==> config.mk <==
export PLATFORM = sky130hd
export DESIGN_NAME = match_sched
export DESIGN_NICKNAME = d
export VERILOG_FILES = /design/src/rtl/match_sched.sv
export SDC_FILE = /design/constraint.sdc
export NUM_CORES = 1
export LEC_CHECK = 0
export BUFFER_PORTS_ARGS = -buffer_cell sky130_fd_sc_hd__buf_2
export CAP_MARGIN = 20
export CORE_ASPECT_RATIO = 0.8
export CORE_UTILIZATION = 28
export CTS_CLUSTER_DIAMETER = 150
export CTS_CLUSTER_SIZE = 28
export DETAILED_ROUTE_END_ITERATION = 8
export PLACE_DENSITY = 0.51
export SYNTH_ARGS = -nofsm -noshare
export SYNTH_HDL_FRONTEND = slang
export SYNTH_SLANG_ARGS = --single-unit
==> constraint.sdc <==
create_clock -name clk -period 2 [get_ports clk]
set_clock_uncertainty 0.2 [all_clocks]
set_input_delay 0.2 -clock clk [delete_from_list [all_inputs] [get_ports clk]]
set_output_delay 0.2 -clock clk [all_outputs]
set_load 0.02 [all_outputs]
==> src/rtl/match_sched.sv <==
// match_sched: sequences a shared difference counter over all templates and reports the best-matching class.
module match_sched #(
  parameter int MODN = 30,
  parameter int CLAS = 5,
  parameter int MODI = 6,
  parameter int ADDW = 14,
  parameter logic [ADDW-1:0] TH = 2000,
  parameter int WDOG = 255
) (
  input  logic            clk,
  input  logic            rst,
  input  logic            start,
  input  logic            abort,
  output logic            tmpl_req,
  output logic [4:0]      tmpl_idx,
  input  logic            cnt_vld,
  input  logic [ADDW-1:0] cnt,
  output logic            busy,
  output logic [2:0]      res,
  output logic            res_vld,
  input  logic            res_rdy
);
  localparam int WW = $clog2(WDOG + 1);
  typedef enum logic [2:0] {IDLE, ISSUE, WAIT, DECIDE, DONE} state_t;
  state_t state, state_n;
  logic [4:0]      idx;
  logic [2:0]      cls, mod, min_cls;
  logic [ADDW-1:0] min;
  logic [WW-1:0]   wd;
  logic            last, expire;
  assign last     = idx == 5'(MODN - 1);
  assign expire   = wd == WW'(WDOG - 1);
  assign busy     = state != IDLE;
  assign tmpl_req = state == ISSUE;
  assign tmpl_idx = idx;
  assign res_vld  = state == DONE;
  always_ff @(posedge clk)
    if (rst) state <= IDLE;
    else     state <= state_n;
  always_comb begin
    state_n = state;
    if (abort) state_n = IDLE;
    else
      unique case (state)
        IDLE:    state_n = start ? ISSUE : IDLE;
        ISSUE:   state_n = WAIT;
        WAIT:    state_n = cnt_vld ? (last ? DECIDE : ISSUE) : (expire ? DONE : WAIT);
        DECIDE:  state_n = DONE;
        DONE:    state_n = res_rdy ? IDLE : DONE;
        default: state_n = IDLE;
      endcase
  end
  // Abort freezes every datapath register; res survives until the next decision.
  always_ff @(posedge clk) begin
    if (rst) begin
      idx     <= '0;
      cls     <= '0;
      mod     <= '0;
      min     <= '1;
      min_cls <= '0;
      wd      <= '0;
      res     <= '0;
    end else if (!abort) begin
      unique case (state)
        IDLE:
          if (start) begin
            idx     <= '0;
            cls     <= '0;
            mod     <= '0;
            min     <= '1;
            min_cls <= '0;
          end
        ISSUE: wd <= '0;
        WAIT:
          if (cnt_vld) begin
            if (cnt < min) begin
              min     <= cnt;
              min_cls <= cls + 3'd1;
            end
            if (!last) begin
              idx <= idx + 5'd1;
              mod <= (mod == 3'(MODI - 1)) ? 3'd0 : mod + 3'd1;
              cls <= (mod == 3'(MODI - 1)) ? cls + 3'd1 : cls;
            end
          end else begin
            wd <= wd + WW'(1);
            if (expire) res <= 3'd0;
          end
        DECIDE: res <= (min < TH) ? min_cls : 3'd7;
        default: ;
      endcase
    end
  end
endmodule

==> impl_summary.log, run 1 <==
INFO  metric net_count_of_the_mapped_netlist = 321
INFO  metric critPathRequiredTime = 1.99 ns
INFO  metric cts_max_level = 2
INFO  metric top_cells_by_area_in_the_synthesized_netlist = sky130_fd_sc_hd__dfxtp_1 (35%), sky130_fd_sc_hd__ha_1 (9.4%), sky130_fd_sc_hd__nor2_1 (8.8%)
INFO  metric grt_first_pass_wirelength = 9.81 mm
INFO  metric floorplan.initialDensity = 29.5%
INFO  metric gpl_congestion = 0.754
INFO  metric setup.worst_path.start_class = flip-flop
INFO  metric maxCapViolations = 0
INFO  metric yosys_warnings = 0
INFO  metric grt_setup_unrepaired = true
INFO  metric timing_max_transition_violations_final = 0
INFO  metric async_flop_share = 0%
INFO  metric synth.lib_cells_used.distinct = 45
INFO  metric post_drt_wl_per_cell = 12.1 µm
INFO  metric grt_remaining_overflow = 0
INFO  metric cts_made_buffers = 5
INFO  metric first_global_vias = 2085
INFO  metric cts.path.max_buffers = 2
INFO  metric postLayoutSetupSlackWorst = 0.0195 ns
INFO  metric rrSetupSlack = 0.02 ns
INFO  metric vdd_drop_max = 0.261 mV
INFO  metric critical_path_arrival = 1.97 ns
INFO  metric seq_area_frac_synth = 35.2%
INFO  metric floorplan.die_area = 8910 µm²
INFO  metric numClockSinks = 42
INFO  metric power_per_cell_area = 574 nW/µm²
INFO  metric postSynth.topFlopCell = sky130_fd_sc_hd__dfxtp_1
INFO  metric status = finished, final reports clean
INFO  metric setup_violations = 0
INFO  metric clock_tree_from_tritoncts = done
INFO  metric clk_root_buffer_cell = sky130_fd_sc_hd__clkbuf_8
INFO  metric grt_start_max_net_pins = 20
INFO  metric layout.cells.most_common = sky130_fd_sc_hd__nor2_1
INFO  metric final_layout_size_suffix_gt1_share = 30.6%
INFO  metric via_count = 2135
INFO  metric most-common-layout-cells = sky130_fd_sc_hd__nor2_1 (56), sky130_fd_sc_hd__buf_4 (38), sky130_fd_sc_hd__dfxtp_1 (31)
INFO  metric first_iter_violations = 68
INFO  metric max_freq = 505 MHz
INFO  metric placed_cells_incl_taps = 445
INFO  metric placementRows = 29
INFO  metric mappedNetlistArea = 2390 µm²
INFO  metric postSynthAreaPerCell = 8.44 µm²
INFO  metric antenna_left = 0
INFO  metric dp_hpwl = 4.22 mm
INFO  metric synth-edff-count = 0
INFO  metric worstSetupEndpointType = flip-flop
INFO  metric worst_slew_pin_slew = 0.496 ns
INFO  metric timing.hold.worst.class = primary input to flip-flop
INFO  metric finalWirelength = 5.64 mm
INFO  metric synthDominantAreaCellType = sky130_fd_sc_hd__dfxtp_1
INFO  metric max_slew_margin = 66.6%
INFO  metric top_level_ports = 31
INFO  metric clk_pin_slew_worst_paths = 0.09 ns
INFO  metric synth_top_cell_area_share = 35.2%
INFO  metric layout-area-overhead-vs-synth = 35.1%
INFO  metric placed_area = 2880 µm²
INFO  metric design.core.area = 8090 µm²
INFO  metric static-leakage-power = 1.52 nW
INFO  metric fraction_of_the_core_area_covered_by_cells_at_the_end_of_the_flow = 39.9%
INFO  metric antenna_found_initial = 0
INFO  metric report.final.hold_viol_count = 0
INFO  metric viasPerCell = 4.57
INFO  metric netlist_instances = 283
INFO  metric worst_skew_pair.late_latency = 0.29 ns
INFO  metric timing.final.crit_share = 99.0%
INFO  metric antenna_cells_inserted = 0
INFO  metric gr-usage-all-layers = 13.7%
INFO  metric synth.ff_latch_count = 42
INFO  metric fin_nets = 396
INFO  metric finalCriticalPeriod = 1.98 ns
INFO  metric worstSetupPathType = flip-flop to flip-flop
INFO  metric preCtsSetupSlack = -0.103 ns
INFO  metric die_x = 105 µm
INFO  metric portBuffers = 30
INFO  metric drt_pass1_iterations = 4
INFO  metric final_cell_count_no_fill = 467
INFO  metric residual_drc_count = 0
INFO  metric postLayoutCellArea = 3230 µm²
INFO  metric worstPathMaxFanout = 4
INFO  metric die_h = 84.6 µm
==> flip-flops by register name, indices dropped and copies added, names as in the netlist <==
name and cells:
mod 3, min 14, wd 8, res 3, min_cls 3, cls 3, tmpl_idx 5, state 3
==> per-layer routing <==
| metal | up-vias | wire, µm | share of wire [%] | track usage, % |
|---|---|---|---|---|
| li1 | 1126 | - | - | - |
| met1 | 978 | 3010 | 53 | 19.2 |
| met2 | 29 | 2380 | 42 | 21.4 |
| met3 | 2 | 209 | 3.7 | 2.56 |
| met4 | 0 | 43 | 0.76 | 3.46 |
| met5 | - | 0 | 0 | 0 |
==> what timing repair did <==
item / CTS / global route
hold buffers: 10 / 0
gates resized for setup: 15 / 7
hold endpoints to repair: 10 / 0
pin swaps: 8 / 13
endpoints found under the setup margin: 19 / 21
buffers inserted: 0 / 4
==> through the flow <==
stage | hold slack [ns] | TNS (ns) | power [mW]
CTS | 0.00200 | -0.00600 | 1.88
floorplan | 0.153 | -0.205 | 0.959
detailed placement | 0.253 | -1.55 | 1.03
global route | 0.00996 | -1.03 | 1.94
global placement | 0.251 | -0.552 | 1.03
finish | 0.0193 | 0 | 1.85
==> area by class of cell <==
cell class | count | area, µm²
flip-flops and latches | 42 | 855
inverters | 21 | 78.8
multi-input cells | 208 | 1460
fillers | 857 | 4860
clock buffers | 5 | 68.8
well taps | 108 | 135
repair buffers | 80 | 558
clock inverters | 3 | 68.8
==> synthesized netlist by cell type, types with 2 or more instances <==
library cell / number
sky130_fd_sc_hd__nor2_1: 56
sky130_fd_sc_hd__dfxtp_1: 42
sky130_fd_sc_hd__inv_1: 21
sky130_fd_sc_hd__a21oi_1: 18
sky130_fd_sc_hd__ha_1: 18
sky130_fd_sc_hd__mux2i_1: 16
sky130_fd_sc_hd__nand2_1: 14
sky130_fd_sc_hd__nor3_1: 11
sky130_fd_sc_hd__nand3_1: 10
sky130_fd_sc_hd__nand4_1: 8
sky130_fd_sc_hd__o21ai_0: 6
sky130_fd_sc_hd__buf_6: 5
sky130_fd_sc_hd__clkbuf_1: 5
sky130_fd_sc_hd__xor2_1: 5
sky130_fd_sc_hd__a21o_1: 4
sky130_fd_sc_hd__nand2b_1: 4
sky130_fd_sc_hd__and3_1: 3
sky130_fd_sc_hd__mux2_2: 3
sky130_fd_sc_hd__o2bb2ai_1: 3
sky130_fd_sc_hd__a311oi_1: 2
sky130_fd_sc_hd__nor2b_1: 2
sky130_fd_sc_hd__nor3b_1: 2
sky130_fd_sc_hd__or4_1: 2
sky130_fd_sc_hd__xnor2_1: 2
==> final timing paths <==
kind,cells past startpoint,to,startpoint
min reg2reg,2,min_cls[1],min_cls[1]
max reg2reg,7,min_cls[0],min[12]
min,3,min[13],cnt[13]
max,7,min_cls[0],min[12]
==> report_power, final <==
| group | internal [mW] | total (mW) | leakage [nW] | switching (mW) |
|---|---|---|---|---|
| clock | 0.501 | 0.813 | 0.0683 | 0.313 |
| combinational | 0.0959 | 0.196 | 1.12 | 0.100 |
| sequential | 0.839 | 0.843 | 0.336 | 0.00453 |
==> worst max-delay path: stages, from the launching register on <==
cell and delay (ns):
sky130_fd_sc_hd__dfxtp_2 0.34, sky130_fd_sc_hd__inv_1 0.04, sky130_fd_sc_hd__ha_1 0.27, sky130_fd_sc_hd__nand4_1 0.16
sky130_fd_sc_hd__nor2_4 0.18, sky130_fd_sc_hd__nand4_1 0.16, sky130_fd_sc_hd__o211ai_4 0.16, sky130_fd_sc_hd__mux2_2 0.37
==> cell families after synthesis <==
| logic type | after synthesis | synth area share, % |
|---|---|---|
| simple gates | 122 | 25.2 |
| compound gates | 42 | 12.7 |
| flops | 42 | 35.2 |
| buf+inv | 33 | 6.81 |
| mux | 19 | 8.12 |
| fa+ha+maj | 18 | 9.43 |
| xor+xnor | 7 | 2.57 |
Power figures use the tool's default switching activity.
==> inputs of run 2 (changes only) <==
- CTS_CLUSTER_DIAMETER: 150 -> unset
- clock period: 2 -> 1.82 ns (I/O delays scaled with it)
==> run 2 against run 1 <==
Effect of this change:
- the run now ends with negative setup slack left
- die area is the same
- hold slack got worse by 0.0097 ns
- final area increased by 11%
- fmax down 2.0%
- largest cell class unchanged
==> impl_summary.log, run 2 (synthesis gave the netlist of run 1 again) <==
INFO  metric drt_pass1_iterations = 4
INFO  metric timing.critical_path.mode_cell = sky130_fd_sc_hd__nand4_1
INFO  metric cts_max_level = 2
INFO  metric die_h = 84.6 µm
INFO  metric design.core.area = 8090 µm²
INFO  metric postLayoutSetupSlackWorst = -0.201 ns
INFO  metric cpPeakStageDelay = 0.37 ns
INFO  metric max_slew_margin = 65.3%
INFO  metric layout-area-overhead-vs-synth = 49.3%
INFO  metric grt_start_max_net_pins = 15
INFO  metric static-leakage-power = 1.64 nW
INFO  metric floorplan.die_area = 8910 µm²
INFO  metric postLayoutCellArea = 3570 µm²
INFO  metric clk_root_buffer_cell = sky130_fd_sc_hd__clkbuf_8
INFO  metric clock_tree_from_tritoncts = done
INFO  metric slowest_stage = sky130_fd_sc_hd__mux2_2
INFO  metric first_iter_violations = 73
INFO  metric gpl_congestion = 0.724
INFO  metric timing.hold.worst.class = primary input to flip-flop
INFO  metric timing.final.crit_share = 111%
INFO  metric top_level_ports = 31
INFO  metric failed_checks = negative setup slack
INFO  metric final_layout_size_suffix_gt1_share = 45.6%
INFO  metric layout.filler_cells = 801
INFO  metric antenna_left = 0
INFO  metric setup_violations = 24
INFO  metric antenna_found_initial = 0
INFO  metric preCtsSetupSlack = -0.279 ns
INFO  metric timing_max_transition_violations_final = 0
INFO  metric residual_drc_count = 0
INFO  metric die_x = 105 µm
INFO  metric cts.path.max_buffers = 2
INFO  metric finalSetupTns = -3.05 ns
INFO  metric critPathRequiredTime = 1.81 ns
INFO  metric worstSetupEndpointType = flip-flop
INFO  metric worstSetupPathType = flip-flop to flip-flop
INFO  metric power = 1.83 mW
INFO  metric layout.cells.most_common = sky130_fd_sc_hd__nor2_1
INFO  metric power_per_cell_area = 513 nW/µm²
INFO  metric portBuffers = 30
INFO  metric worst_slew_pin_slew = 0.515 ns
INFO  metric maxCapViolations = 0
INFO  metric vdd_drop_max = 0.248 mV
INFO  metric critical_path.cell_chain = inv_2 > ha_4 > nand4_1 > o221ai_2 > nand4_1 > o211ai_4 > mux2_2
INFO  metric top_register = min
INFO  metric first_global_vias = 2106
INFO  metric most-common-layout-cells = sky130_fd_sc_hd__nor2_1 (56), sky130_fd_sc_hd__buf_4 (51), sky130_fd_sc_hd__buf_2 (29)
INFO  metric finalWirelength = 6.18 mm
INFO  metric fin_nets = 412
INFO  metric cts_made_buffers = 5
INFO  metric placed_area = 3030 µm²
INFO  metric clk_pin_slew_worst_paths = 0.09 ns
INFO  metric grt_setup_unrepaired = true
INFO  metric report.final.hold_viol_count = 0
INFO  metric via_count = 2193
INFO  metric status = finished with violations
INFO  metric grt_remaining_overflow = 0
INFO  metric grt_first_pass_wirelength = 10.0 mm
INFO  metric dp_hpwl = 4.51 mm
INFO  metric setup.worst_path.start_class = flip-flop
INFO  metric worstPathMaxFanout = 6
INFO  metric antenna_cells_inserted = 0
INFO  metric finalCriticalPeriod = 2.02 ns
INFO  metric critical_path_arrival = 2.01 ns
INFO  metric viasPerCell = 4.54
INFO  metric hold-worst-slack = 0.00961 ns
INFO  metric cp.buffers_inverters = 1
INFO  metric worst_skew_pair.late_latency = 0.30 ns
INFO  metric post_drt_wl_per_cell = 12.8 µm
INFO  metric placementRows = 29
INFO  metric numClockSinks = 42
INFO  metric floorplan.initialDensity = 29.5%
INFO  metric max_freq = 495 MHz
INFO  metric crit_family = compound AO/OA/AOI/OAI gates
INFO  metric gr-usage-all-layers = 14.1%
INFO  metric largest_register_ff_count = 14
run 2: layer usage:
| layer | up-vias | share of wire (%) | track usage, % |
|---|---|---|---|
| li1 | 1154 | - | - |
| met1 | 1006 | 53 | 19.8 |
| met2 | 27 | 43 | 21.7 |
| met3 | 6 | 2.0 | 2.48 |
| met4 | 0 | 1.2 | 4.61 |
| met5 | - | 0 | 0 |
run 2: power breakdown:
group          switching, mW  leakage (nW)  internal [mW]
combinational          0.130          1.25          0.128
sequential           0.00463         0.337          0.918
clock                  0.343        0.0515          0.307
run 2: through the flow:
| stage | utilization [%] | cells |
|---|---|---|
| 2_1_floorplan | - | 283 |
| 6_report | 44.1 | 483 |
| 3_5_place_dp | 37.4 | 462 |
| 5_1_grt | 44.1 | 483 |
| 4_1_cts | 40.5 | 479 |
| 3_3_place_gp | 37.4 | 462 |
run 2: final timing paths:
path | startpoint | end | slack (ns) | cells past startpoint
setup / recovery | min[5] | min_cls[0] | -0.20 | 7
hold / removal | cnt[8] | min[8] | 0.01 | 3
setup reg to reg | min[5] | min_cls[0] | -0.20 | 7
hold reg to reg | res[1] | res[1] | 0.27 | 1
run 2: what timing repair did:
| action | 4_1_cts | 5_1_grt |
|---|---|---|
| hold endpoints to repair | 6 | 0 |
| pin swaps | 10 | 32 |
| cloned | 0 | 0 |
| resized for setup | 19 | 59 |
| setup endpoints to repair | 31 | 39 |
| setup buffers | 3 | 6 |
| hold buffers | 6 | 0 |
run 2: final cells by class:
cell class / count / area (µm²) / area share, %
clock buffer: 6 / 82.6 / 2.31
clock inverter: 2 / 11.3 / 0.316
inverter: 21 / 81.3 / 2.28
multi-input combinational: 208 / 1680 / 47.0
sequential: 42 / 870 / 24.4
tap: 108 / 135 / 3.79
timing repair buffer: 96 / 709 / 19.9
run 2: worst min-delay path, stage by stage:
cell and delay (ns):
sky130_fd_sc_hd__buf_2 0.11, sky130_fd_sc_hd__nor2_1 0.05, sky130_fd_sc_hd__mux2i_1 0.12
==> inputs of run 3 (changes only) <==
--- a/constraint.sdc
+++ b/constraint.sdc
@@ -4,2 +4,2 @@
 set_output_delay 0.182 -clock clk [all_outputs]
-set_load 0.02 [all_outputs]
+set_load 0.005 [all_outputs]
==> run 3 against run 2 <==
Effect of this change:
- largest cell class unchanged
- the run ends with negative hold slack, negative setup slack left
- core utilization is 0.79 points lower
- clock-buffer cell count is 1 lower
- setup slack better by 0.0060 ns
- die area stayed put
- highest routed layer unchanged
==> impl_summary.log, run 3 (synthesis gave the netlist of run 1 again) <==
INFO  metric status = finished with violations
INFO  metric failed_checks = negative hold slack, negative setup slack
INFO  metric static-leakage-power = 1.61 nW
INFO  metric cp.buffers_inverters = 1
INFO  metric gr-usage-all-layers = 14.8%
INFO  metric comb_power_share = 12.4%
INFO  metric report.final.hold_viol_count = 1
INFO  metric finalCriticalPeriod = 2.01 ns
INFO  metric timing.hold.worst.class = primary input to flip-flop
INFO  metric floorplan.die_area = 8910 µm²
INFO  metric dp_hpwl = 4.34 mm
INFO  metric worst_slew_pin_slew = 0.409 ns
INFO  metric grt_remaining_overflow = 0
INFO  metric worstPathMaxFanout = 4
INFO  metric max_slew_margin = 72.4%
INFO  metric clock_tree_from_tritoncts = done
INFO  metric p_sw_share = 24.9%
INFO  metric post_drt_wl_per_cell = 13.2 µm
INFO  metric power_frac_clock = 39.4%
INFO  metric internal = 1.44 mW
INFO  metric setup.worst_path.start_class = flip-flop
INFO  metric top_register = min
INFO  metric most-common-layout-cells = sky130_fd_sc_hd__nor2_1 (56), sky130_fd_sc_hd__buf_4 (55), sky130_fd_sc_hd__buf_2 (30)
INFO  metric critPathRequiredTime = 1.82 ns
INFO  metric clk_root_buffer_cell = sky130_fd_sc_hd__clkbuf_8
INFO  metric die_h = 84.6 µm
INFO  metric slowest_stage = sky130_fd_sc_hd__mux2_2
INFO  metric top_level_ports = 31
INFO  metric floorplan.initialDensity = 29.5%
INFO  metric portBuffers = 30
INFO  metric grt_start_max_net_pins = 22
INFO  metric gpl_congestion = 0.805
INFO  metric worstSetupPathType = flip-flop to flip-flop
INFO  metric preCtsSetupSlack = -0.236 ns
INFO  metric cpPeakStageDelay = 0.36 ns
INFO  metric first_iter_violations = 56
INFO  metric drt_pass1_iterations = 5
INFO  metric cts_made_buffers = 5
INFO  metric max_freq = 496 MHz
INFO  metric power = 1.92 mW
INFO  metric via_count = 2234
INFO  metric final_layout_size_suffix_gt1_share = 41.9%
INFO  metric antenna_cells_inserted = 0
INFO  metric vdd_drop_max = 0.344 mV
INFO  metric antenna_left = 0
INFO  metric critical_path_arrival = 2.01 ns
INFO  metric timing.final.crit_share = 111%
INFO  metric grt.met2_usage = 23.9%
INFO  metric top_usage_layer = met2
INFO  metric die_x = 105 µm
INFO  metric placementRows = 29
INFO  metric residual_drc_count = 0
INFO  metric critical_path.cell_chain = inv_2 > ha_4 > nand4_1 > o221ai_2 > nand4_1 > o211ai_4 > mux2_2
INFO  metric postLayoutSetupSlackWorst = -0.195 ns
INFO  metric design.core.area = 8090 µm²
INFO  metric fin_nets = 412
INFO  metric timing.critical_path.mode_cell = sky130_fd_sc_hd__nand4_1
INFO  metric crit_family = compound AO/OA/AOI/OAI gates
INFO  metric antenna_found_initial = 0
INFO  metric grt_first_pass_wirelength = 10.5 mm
INFO  metric timing_max_transition_violations_final = 0
INFO  metric cts_max_level = 2
INFO  metric hold-worst-slack = -0.00512 ns
INFO  metric largest_register_ff_count = 14
INFO  metric p_switching = 0.478 mW
INFO  metric viasPerCell = 4.63
INFO  metric setup_violations = 25
INFO  metric cts.path.max_buffers = 2
INFO  metric worstSetupEndpointType = flip-flop
INFO  metric finalWirelength = 6.36 mm
INFO  metric clk_pin_slew_worst_paths = 0.08 ns
INFO  metric layout-area-overhead-vs-synth = 46.7%
INFO  metric use_met3 = 2.87%
INFO  metric numClockSinks = 42
INFO  metric maxCapViolations = 0
INFO  metric power_per_cell_area = 547 nW/µm²
INFO  metric globalRouteMet1Util = 19.9%
INFO  metric seqPwrFrac = 48.2%
INFO  metric grt_setup_unrepaired = true
INFO  metric layout.cells.most_common = sky130_fd_sc_hd__nor2_1
INFO  metric worst_skew_pair.late_latency = 0.30 ns
INFO  metric first_global_vias = 2167
## run 3: path summary, 6_finish.rpt
check        slack, ns  cells after the start          to  startpoint
min reg2reg       0.27                      1      res[1]      res[1]
max reg2reg      -0.19                      7  min_cls[0]      min[5]
max              -0.19                      7  min_cls[0]      min[5]
min             -0.005                      3     min[11]     cnt[11]
## run 3: final cells by class
class                           instances  area [µm²]
Inverter                               21        78.8
Clock buffer                            5        68.8
Timing Repair Buffer                   96         689
Tap cell                              108         135
Fill cell                             793        4590
Clock inverter                          3        40.0
Multi-Input combinational cell        208        1620
Sequential cell                        42         867
## run 3: per-stage QoR
step	util [%]	instance area [µm²]	hold slack, ns	TNS (ns)	instances
CTS	41.1	3320	0.00292	-2.82	478
finish	43.3	3500	-0.00512	-3.24	483
floorplan	-	2400	0.135	-2.68	283
global route	43.3	3500	0.0182	-5.57	483
detailed placement	36.8	2980	0.253	-4.19	459
global placement	36.8	2980	0.242	-3.70	459
## run 3: metal layers
metal  part of all wire [%]  wire length (µm)
met4                    1.4                86
met2                     44              2810
met1                     52              3280
met5                      0                 0
met3                    2.8               178
## run 3: power by group through the flow
stage | Clock (mW) | Combinational [mW] | Sequential (mW)
2_1_floorplan | 0 | 0.105 | 0.946
3_3_place_gp | 0 | 0.187 | 0.949
3_5_place_dp | 0 | 0.188 | 0.949
4_1_cts | 0.776 | 0.217 | 0.926
5_1_grt | 0.811 | 0.259 | 0.925
6_report | 0.756 | 0.238 | 0.924
## run 3: worst reg2reg max path, stage by stage, from the launching register on
cell	delay, ns
sky130_fd_sc_hd__dfxtp_2	0.34
sky130_fd_sc_hd__inv_2	0.05
sky130_fd_sc_hd__ha_4	0.26
sky130_fd_sc_hd__nand4_1	0.11
sky130_fd_sc_hd__o221ai_2	0.23
sky130_fd_sc_hd__nand4_1	0.18
sky130_fd_sc_hd__o211ai_4	0.17
sky130_fd_sc_hd__mux2_2	0.36
## run 3: timing repair
item	in CTS	in global routing
buffers inserted	3	7
hold buffers	8	0
hold endpoints to repair	8	0
setup endpoints to repair	33	40
resized for setup	29	30
pin swaps	14	19
